[config.mk]
export PLATFORM = sky130hd
export DESIGN_NAME = serial_frame_tx
export DESIGN_NICKNAME = d
export VERILOG_FILES = /design/src/rtl/serial_frame_tx.sv
export SDC_FILE = /design/constraint.sdc
export NUM_CORES = 1
export LEC_CHECK = 0
export CORE_UTILIZATION = 58
export CTS_BUF_LIST = sky130_fd_sc_hd__clkbuf_2
export CTS_CLUSTER_SIZE = 14
export DETAILED_ROUTE_END_ITERATION = 10
export MAX_ROUTING_LAYER = met4
export PLACE_DENSITY = 0.85
export SLEW_MARGIN = 20
export SYNTH_ARGS = -nofsm -noshare
export SYNTH_HDL_FRONTEND = slang
export SYNTH_SLANG_ARGS = --single-unit
[constraint.sdc]
create_clock -name clk -period 3.6 [get_ports clk]
set_input_delay 0.72 -clock clk [delete_from_list [all_inputs] [get_ports clk]]
set_output_delay 0.72 -clock clk [all_outputs]
set_load 0.02 [all_outputs]
[src/rtl/serial_frame_tx.sv]
// serial_frame_tx
//   Serial frame transmitter. A held-then-released start handshake captures a
//   parallel word. The block then shifts out a fixed preamble followed by the
//   word, MSB first, one bit per clock. It holds an idle gap and returns to
//   ready.
//
//   state | meaning
//   ------+--------------------------------------------------------------
//   IDLE  | ready for a request; ready=1
//   INIT  | start seen; reload shift register from data_in every cycle
//   PRE   | preamble bits on ser_out (ser_valid=1, in_data=0)
//   DATA  | payload bits on ser_out (ser_valid=1, in_data=1)
//   GAP   | idle gap after the frame; done pulses on its last cycle
//
// Ports
//   clk       rising-edge clock
//   rst       asynchronous active-low reset
//   start     level request; frame starts once it is released
//   data_in   payload word, sampled while in INIT
//   ser_out   serial bit (0 when ser_valid=0)
//   ser_valid high while a frame bit is on ser_out
//   in_data   high while payload (not preamble) bits are on ser_out
//   ready     high in IDLE
//   done      one-cycle pulse on the final GAP cycle
module serial_frame_tx #(
  parameter int              PRE_W    = 4,
  parameter logic [PRE_W-1:0] PREAMBLE = 4'b1101,
  parameter int              DATA_W   = 8,
  parameter int              GAP      = 2
) (
  input  logic              clk,
  input  logic              rst,
  input  logic              start,
  input  logic [DATA_W-1:0] data_in,
  output logic              ser_out,
  output logic              ser_valid,
  output logic              in_data,
  output logic              ready,
  output logic              done
);

  localparam int FRAME_W = PRE_W + DATA_W;
  localparam int MAX_PD  = (PRE_W > DATA_W) ? PRE_W : DATA_W;
  localparam int MAX_CNT = (MAX_PD > GAP) ? MAX_PD : GAP;
  // cnt never exceeds MAX_CNT-1
  localparam int CNT_W   = (MAX_CNT > 1) ? $clog2(MAX_CNT) : 1;

  localparam logic [CNT_W-1:0] PRE_LAST  = CNT_W'(PRE_W - 1);
  localparam logic [CNT_W-1:0] DATA_LAST = CNT_W'(DATA_W - 1);
  localparam logic [CNT_W-1:0] GAP_LAST  = CNT_W'(GAP - 1);
  localparam logic [CNT_W-1:0] CNT_ONE   = CNT_W'(1);

  typedef enum logic [2:0] {
    S_IDLE = 3'd0,
    S_INIT = 3'd1,
    S_PRE  = 3'd2,
    S_DATA = 3'd3,
    S_GAP  = 3'd4
  } state_t;

  state_t             r_ps;
  state_t             w_ns;
  logic [FRAME_W-1:0] r_sreg;
  logic [FRAME_W-1:0] w_sreg_nxt;
  logic [FRAME_W-1:0] w_sreg_shl;
  logic [CNT_W-1:0]   r_cnt;
  logic [CNT_W-1:0]   w_cnt_nxt;

  assign w_sreg_shl = {r_sreg[FRAME_W-2:0], 1'b0};

  always_ff @(posedge clk or negedge rst) begin
    if (!rst) begin
      r_ps <= S_IDLE;
    end else begin
      r_ps <= w_ns;
    end
  end

  always_ff @(posedge clk or negedge rst) begin
    if (!rst) begin
      r_sreg <= '0;
      r_cnt  <= '0;
    end else begin
      r_sreg <= w_sreg_nxt;
      r_cnt  <= w_cnt_nxt;
    end
  end

  // Outputs depend only on r_ps/r_sreg, so start/data_in never reach them
  // combinationally.
  always_comb begin
    w_ns       = r_ps;
    w_sreg_nxt = r_sreg;
    w_cnt_nxt  = r_cnt;
    ser_out    = 1'b0;
    ser_valid  = 1'b0;
    in_data    = 1'b0;
    ready      = 1'b0;
    done       = 1'b0;
    case (r_ps)
      S_IDLE: begin
        ready = 1'b1;
        if (start) w_ns = S_INIT;
      end
      S_INIT: begin
        // Reloaded every cycle so the word present when start drops is sent
        w_sreg_nxt = {PREAMBLE, data_in};
        w_cnt_nxt  = '0;
        if (!start) w_ns = S_PRE;
      end
      S_PRE: begin
        ser_valid  = 1'b1;
        ser_out    = r_sreg[FRAME_W-1];
        w_sreg_nxt = w_sreg_shl;
        if (r_cnt == PRE_LAST) begin
          w_cnt_nxt = '0;
          w_ns      = S_DATA;
        end else begin
          w_cnt_nxt = r_cnt + CNT_ONE;
        end
      end
      S_DATA: begin
        ser_valid  = 1'b1;
        in_data    = 1'b1;
        ser_out    = r_sreg[FRAME_W-1];
        w_sreg_nxt = w_sreg_shl;
        if (r_cnt == DATA_LAST) begin
          w_cnt_nxt = '0;
          w_ns      = S_GAP;
        end else begin
          w_cnt_nxt = r_cnt + CNT_ONE;
        end
      end
      S_GAP: begin
        if (r_cnt == GAP_LAST) begin
          done      = 1'b1;
          w_cnt_nxt = '0;
          w_ns      = S_IDLE;
        end else begin
          w_cnt_nxt = r_cnt + CNT_ONE;
        end
      end
      default: begin
        // Unused encodings recover to IDLE and look like IDLE meanwhile
        ready = 1'b1;
        w_ns  = S_IDLE;
      end
    endcase
  end

endmodule
==> results of run 1 <==
## metrics by stage
stage | instances | worst slack, ns | util (%) | power, uW | hold slack [ns]
2_1_floorplan | 104 | 1.73 | - | 696 | 0.424
3_3_place_gp | 129 | 1.01 | 73.1 | 794 | 0.465
3_5_place_dp | 129 | 0.958 | 73.1 | 808 | 0.479
4_1_cts | 133 | 0.603 | 74.3 | 894 | 0.515
5_1_grt | 133 | 0.420 | 74.3 | 972 | 0.530
6_report | 133 | 0.590 | 74.3 | 892 | 0.507
## synthesized netlist by cell type (all sizes together)
master | instances | area, um^2
dfrtp | 18 | 450
nand2 | 15 | 56.3
a22oi | 9 | 67.6
o21ai | 9 | 48.8
inv | 7 | 26.3
nor2 | 7 | 33.8
buf | 6 | 36.3
ha | 5 | 62.6
o22a | 3 | 26.3
a211oi | 2 | 15.0
a22o | 2 | 17.5
a32oi | 2 | 17.5
and2 | 2 | 12.5
mux2i | 2 | 20.0
o22ai | 2 | 12.5
a21boi | 1 | 7.51
a21oi | 1 | 5.00
a31oi | 1 | 6.26
a32o | 1 | 10.0
and2b | 1 | 7.51
clkbuf | 1 | 3.75
mux2 | 1 | 15.0
nand3 | 1 | 5.00
nor3 | 1 | 5.00
o211ai | 1 | 7.51
o221ai | 1 | 8.76
xnor2 | 1 | 8.76
xor2 | 1 | 8.76
## state kept, by name, indices dropped and copies added (netlist names)
name and count:
r_ps 3, r_sreg 12, r_cnt 3
## final timing paths
check,end,slack [ns],depth (start not counted)
max,in_data,0.59,4
min,r_sreg[6],0.51,2
max reg2reg,r_cnt[0],1.96,4
min reg2reg,r_sreg[6],0.51,2
max in group asynchronous,r_cnt[1],2.27,1
min in group asynchronous,r_sreg[10],0.85,1
## layout make-up
type | instances | area [um^2] | share of cell area [%]
clock buffers | 3 | 15.0 | 1.30
repair buffers | 16 | 158 | 13.6
multi-input cells | 72 | 485 | 41.9
well taps | 16 | 20.0 | 1.73
inverters | 7 | 26.3 | 2.27
flip-flops and latches | 18 | 450 | 38.9
clock inverters | 1 | 3.75 | 0.324
## worst max-delay path, cell delays in order, from the launching register on
cell and delay [ns]:
sky130_fd_sc_hd__dfrtp_1 0.82, sky130_fd_sc_hd__nand2_1 0.25, sky130_fd_sc_hd__inv_1 0.19, sky130_fd_sc_hd__and2_1 0.14
sky130_fd_sc_hd__clkdlybuf4s50_1 0.59
## per-layer routing
metal,vias up,track usage [%],share of wire (%)
met2,30,36.7,49
met1,378,35.0,45
li1,397,-,-
met5,-,-,0
met3,5,5.00,3.9
met4,0,14.4,1.3
## power breakdown
| part | leakage [uW] | total [uW] | internal, uW | switching, uW |
|---|---|---|---|---|
| Clock | 0.0000140 | 83.3 | 24.1 | 59.2 |
| Combinational | 0.000253 | 415 | 209 | 206 |
| Sequential | 0.000222 | 393 | 288 | 106 |
| Total | 0.000489 | 892 | 520 | 372 |
## kinds of logic after synthesis
family                     Yosys count  share of synthesized area, %
buffers and inverters               14                          6.62
muxes                                3                          3.50
adders and majority gates            5                          6.24
AOI/OAI and AO/OA                   35                          25.0
xor gates and xnor gates             2                          1.75
DFF                                 18                          44.9
and+or+nand+nor                     27                          12.0
==> flow_metrics.tcl, run 1 <==
set metrics [dict create \
    outcome "completed" \
    critical_path.max_fanout 20 \
    syn-mean-instance-area_um2 9.64 \
    post-cts-setup-buffers 0 \
    gr-total-overflow 0 \
    gp_routability_congestion 0.788 \
    fmax_mhz 332 \
    worst_ep_arrival_time_ns 2.29 \
    clockBufferDepth 2 \
    clock_insertion_delay_worst_skew_ns 0.30 \
    mappedNetlistArea_um2 1000 \
    syn_nets 120 \
    die_h_um 43.6 \
    tritoncts "built" \
    maxCapViolations 0 \
    routed-via-count 810 \
    drc_errors 0 \
    start_util_pct 64.3 \
    grt_pass1_vias 760 \
    relSlewSlack_pct 48.1 \
    boundaryPins 16 \
    postRouteWirelength_mm 1.96 \
    mostFrequentLayoutCells "18 x sky130_fd_sc_hd__dfrtp_1, 15 x sky130_fd_sc_hd__nand2_1, 15 x sky130_fd_sc_hd__clkdlybuf4s50_1" \
    total_leakage_power_uw 0.000489 \
    ys_seq_area_share_pct 44.9 \
    layout.cell_area.non_filler_um2 1160 \
    startpoint "r_ps[1]" \
    grt_usage_pct 26.0 \
    criticalPathCategory "reg2out" \
    layout-drive-gt1-share_pct 6.84 \
    antenna_cells 0 \
    pin_count_of_the_biggest_net_entering_global_routing 27 \
    num-fill-cells 118 \
    worst_ep_required_time_ns 2.88 \
    grt_first_pass_wirelength_mm 3.40 \
    post_dr_wirelength_cell_um 14.7 \
    yosys_warnings 0 \
    timing_max_transition_violations_final 0 \
    area_growth_pct 15.6 \
    placement.cell_area_um2 1140 \
    antenna_found_initial 0 \
    placement_rows 14 \
    final_min_period_over_clock_period_pct 83.6 \
    nets 134 \
    placeableCoreArea_um2 1560 \
    grt_setup_unrepaired "false" \
    route.detailed.vias_per_inst 6.09 \
    min-delay-path-class "reg2reg" \
    clock-skew-final_ns 0.00707 \
    placement.io_buffers 15 \
    fp.dieW_um 43.6 \
    vdd_drop_max_v 0.000438 \
    post_cts_resize_count 0 \
    crit_path_time_final_ns 3.01 \
    die_area_um2 1900 \
    totalNegativeSetupSlack_ns 0 \
    worst_setup_path_end_kind "primary output" \
    drt-pass1-iter-count 4 \
    cts_root_buffer "sky130_fd_sc_hd__clkbuf_2" \
    mostFrequentLayoutCell "sky130_fd_sc_hd__dfrtp_1" \
    post_synth_num_cell_types 32 \
    cts.sinks 18 \
    detailedPlacementHpwl_mm 1.36 \
    power_per_cell_area_nw_per_um2 770 \
    clk_transition_reported_paths_ns 0.16 \
    netlist_instances 104 \
    timing.hold.worst.start "r_sreg[6]" \
    setup_viol 0 \
    final_hold_viol_count 0 \
    post_cts_hold_buffer_count 0 \
    timing.rr.start "r_ps[1]" \
    dr.first_iter.drc_count 19 \
    critical_path.startpoint_type "flip-flop" \
    max_slew.worst_pin.slew_ns 0.775 \
    yosys_register_bits 18 \
    cts_htree_levels 1 \
    ant_nets 0 \
    tritoncts.num_buffers 3 \
]
Power figures use the tool's default switching activity.
==> inputs of run 2 (changes only) <==
--- a/config.mk
+++ b/config.mk
@@ -5,12 +5,12 @@
 export SDC_FILE = /design/constraint.sdc
 export NUM_CORES = 1
 export LEC_CHECK = 0
-export CORE_UTILIZATION = 58
+export CORE_UTILIZATION = 54
 export CTS_BUF_LIST = sky130_fd_sc_hd__clkbuf_2
 export CTS_CLUSTER_SIZE = 14
 export DETAILED_ROUTE_END_ITERATION = 10
 export MAX_ROUTING_LAYER = met4
-export PLACE_DENSITY = 0.85
+export PLACE_DENSITY = 0.8
 export SLEW_MARGIN = 20
 export SYNTH_ARGS = -nofsm -noshare
 export SYNTH_HDL_FRONTEND = slang
==> constraint.sdc (replaced) <==
create_clock -name clk -period 2.8 [get_ports clk]
set_input_delay 0.56 -clock clk [delete_from_list [all_inputs] [get_ports clk]]
set_output_delay 0.56 -clock clk [all_outputs]
set_load 0.02 [all_outputs]
==> run 2 against run 1 <==
  * Routed wire length down 6.6%
  * Largest cell class unchanged
  * Core utilization down 6.1 points
  * Count of clock-buffer cells in the layout unchanged
  * Critical path type unchanged
==> flow_metrics.tcl, run 2 (synthesis results as in run 1) <==
set metrics [dict create \
    post-cts-setup-buffers 0 \
    critPathMaxStageDelay_ns 0.62 \
    clock_insertion_delay_worst_skew_ns 0.29 \
    tritoncts "built" \
    worst_ep_arrival_time_ns 2.00 \
    gr-total-overflow 0 \
    mostFrequentLayoutCell "sky130_fd_sc_hd__dfrtp_1" \
    detailedPlacementHpwl_mm 1.36 \
    antenna_cells 0 \
    drc_errors 0 \
    criticalPathCategory "reg2out" \
    total_leakage_power_uw 0.000494 \
    timing.critical_path.slowest_stage_cell "sky130_fd_sc_hd__dfrtp_1" \
    placeableCoreArea_um2 1730 \
    cts_htree_levels 1 \
    worst_setup_path_end_kind "primary output" \
    die_h_um 45.1 \
    postLayoutSetupSlackWorst_ns 0.236 \
    crit_path_time_final_ns 2.56 \
    mostFrequentLayoutCells "18 x sky130_fd_sc_hd__dfrtp_1, 15 x sky130_fd_sc_hd__nand2_1, 15 x sky130_fd_sc_hd__clkdlybuf4s50_1" \
    timing.rr.start "r_ps[1]" \
    placement.io_buffers 15 \
    switching_share_pct 41.2 \
    totalNegativeSetupSlack_ns 0 \
    worstHoldPathCells 2 \
    die_area_um2 2030 \
    ant_nets 0 \
    rr_endpoint "r_sreg[3]" \
    grt_setup_unrepaired "false" \
    finalPower_uw 1150 \
    dp_slack_ns 0.596 \
    cts.sinks 18 \
    postRouteWirelength_mm 1.83 \
    worst_r2r_path_depth 4 \
    final_hold_viol_count 0 \
    area_growth_pct 17.5 \
    relSlewSlack_pct 48.6 \
    crit_path_cells "nand2_1 > inv_1 > and2_1 > clkdlybuf4s50_1" \
    pin_count_of_the_biggest_net_entering_global_routing 26 \
    clk_transition_reported_paths_ns 0.17 \
    tritoncts.num_buffers 3 \
    outcome "completed" \
    min-delay-path-class "reg2reg" \
    clockBufferDepth 2 \
    antenna_found_initial 0 \
    hold-path-endpoint "r_sreg[4]" \
    final_min_period_over_clock_period_pct 91.6 \
    grt_usage_pct 21.4 \
    setup_viol 0 \
    share_comb_of_total_power_pct 48.1 \
    timing.hold.worst.start "r_sreg[4]" \
    power_per_cell_area_nw_per_um2 979 \
    clockPowerShare_pct 9.4 \
    grt_pass1_vias 713 \
    vdd_drop_max_v 0.000552 \
    largest_register_ffs 12 \
    gp_routability_congestion 0.800 \
    layout.cell_area.non_filler_um2 1180 \
    worst_setup_slack_for_register_to_register_paths_ns 1.24 \
    clock-skew-final_ns 0.00481 \
    layout-drive-gt1-share_pct 7.63 \
    timing_max_transition_violations_final 0 \
    route.detailed.vias_per_inst 5.59 \
    grt_first_pass_wirelength_mm 3.03 \
    post_cts_resize_count 0 \
    boundaryPins 16 \
    nets 135 \
    registers_with_the_most_flip_flops "r_sreg (12), r_cnt (3), r_ps (3)" \
    psw_uw 475 \
    placement_rows 15 \
    post_cts_hold_buffer_count 0 \
    power.share.sequential_pct 42.5 \
    critical_path.max_fanout 11 \
    routed-via-count 799 \
    p_int_uw 678 \
    cts_root_buffer "sky130_fd_sc_hd__clkbuf_2" \
    drt-pass1-iter-count 5 \
    critical_path.startpoint_type "flip-flop" \
    maxCapViolations 0 \
    placement.cell_area_um2 1160 \
    fmax_mhz 390 \
    max_slew.worst_pin.slew_ns 0.769 \
    worst_ep_required_time_ns 2.24 \
    dr.first_iter.drc_count 18 \
    fp.dieW_um 45.1 \
    start_util_pct 58.0 \
    post_dr_wirelength_cell_um 12.8 \
    largest_reg_by_ff_count "r_sreg" \
    num-fill-cells 153 \
]
==> run 2: cell type report <==
type | instances | area, um^2 | share of cell area (%)
clock inverters | 1 | 3.75 | 0.319
multi-input cells | 72 | 485 | 41.2
flip-flops and latches | 18 | 450 | 38.3
inverters | 7 | 26.3 | 2.23
repair buffers | 17 | 165 | 14.0
clock buffers | 3 | 15.0 | 1.28
well taps | 25 | 31.3 | 2.66
==> run 2: per-stage QoR <==
stage	std cells	util [%]	hold WS, ns
6_report	143	68.2	0.514
5_1_grt	143	68.2	0.534
4_1_cts	143	68.2	0.514
3_5_place_dp	139	67.1	0.479
3_3_place_gp	139	67.1	0.468
2_1_floorplan	104	-	0.264
==> run 2: how the worst max path moves through the flow <==
stage               startpoint  slack (ns)      end  cells after the start
floorplan              r_ps[2]        1.09  in_data                      5
global placement       r_ps[1]        0.64  in_data                      4
detailed placement     r_ps[1]        0.60  ser_out                      4
CTS                    r_ps[1]        0.24  ser_out                      4
global route           r_ps[1]        0.12  ser_out                      4
finish                 r_ps[1]        0.24  ser_out                      4
==> run 2: critical path: cells and delay by family (launching register included) <==
kind          cells  cell delay (ns)
simple gates      2             0.34
flops             1             0.62
buf+inv           2             0.76
==> run 2: per-layer routing <==
| metal | vias up | routed length [um] | global-route usage, % |
|---|---|---|---|
| met4 | 0 | 10 | 7.27 |
| met5 | - | 0 | - |
| met1 | 383 | 846 | 25.9 |
| met2 | 16 | 917 | 35.9 |
| met3 | 2 | 54 | 3.60 |
| li1 | 398 | - | - |
==> run 2: power by group through the flow <==
stage	combinational, uW	sequential, uW	clock (uW)
global placement	542	492	0
global route	619	506	120
finish	554	491	108
detailed placement	554	497	0
CTS	557	489	112
floorplan	455	440	0
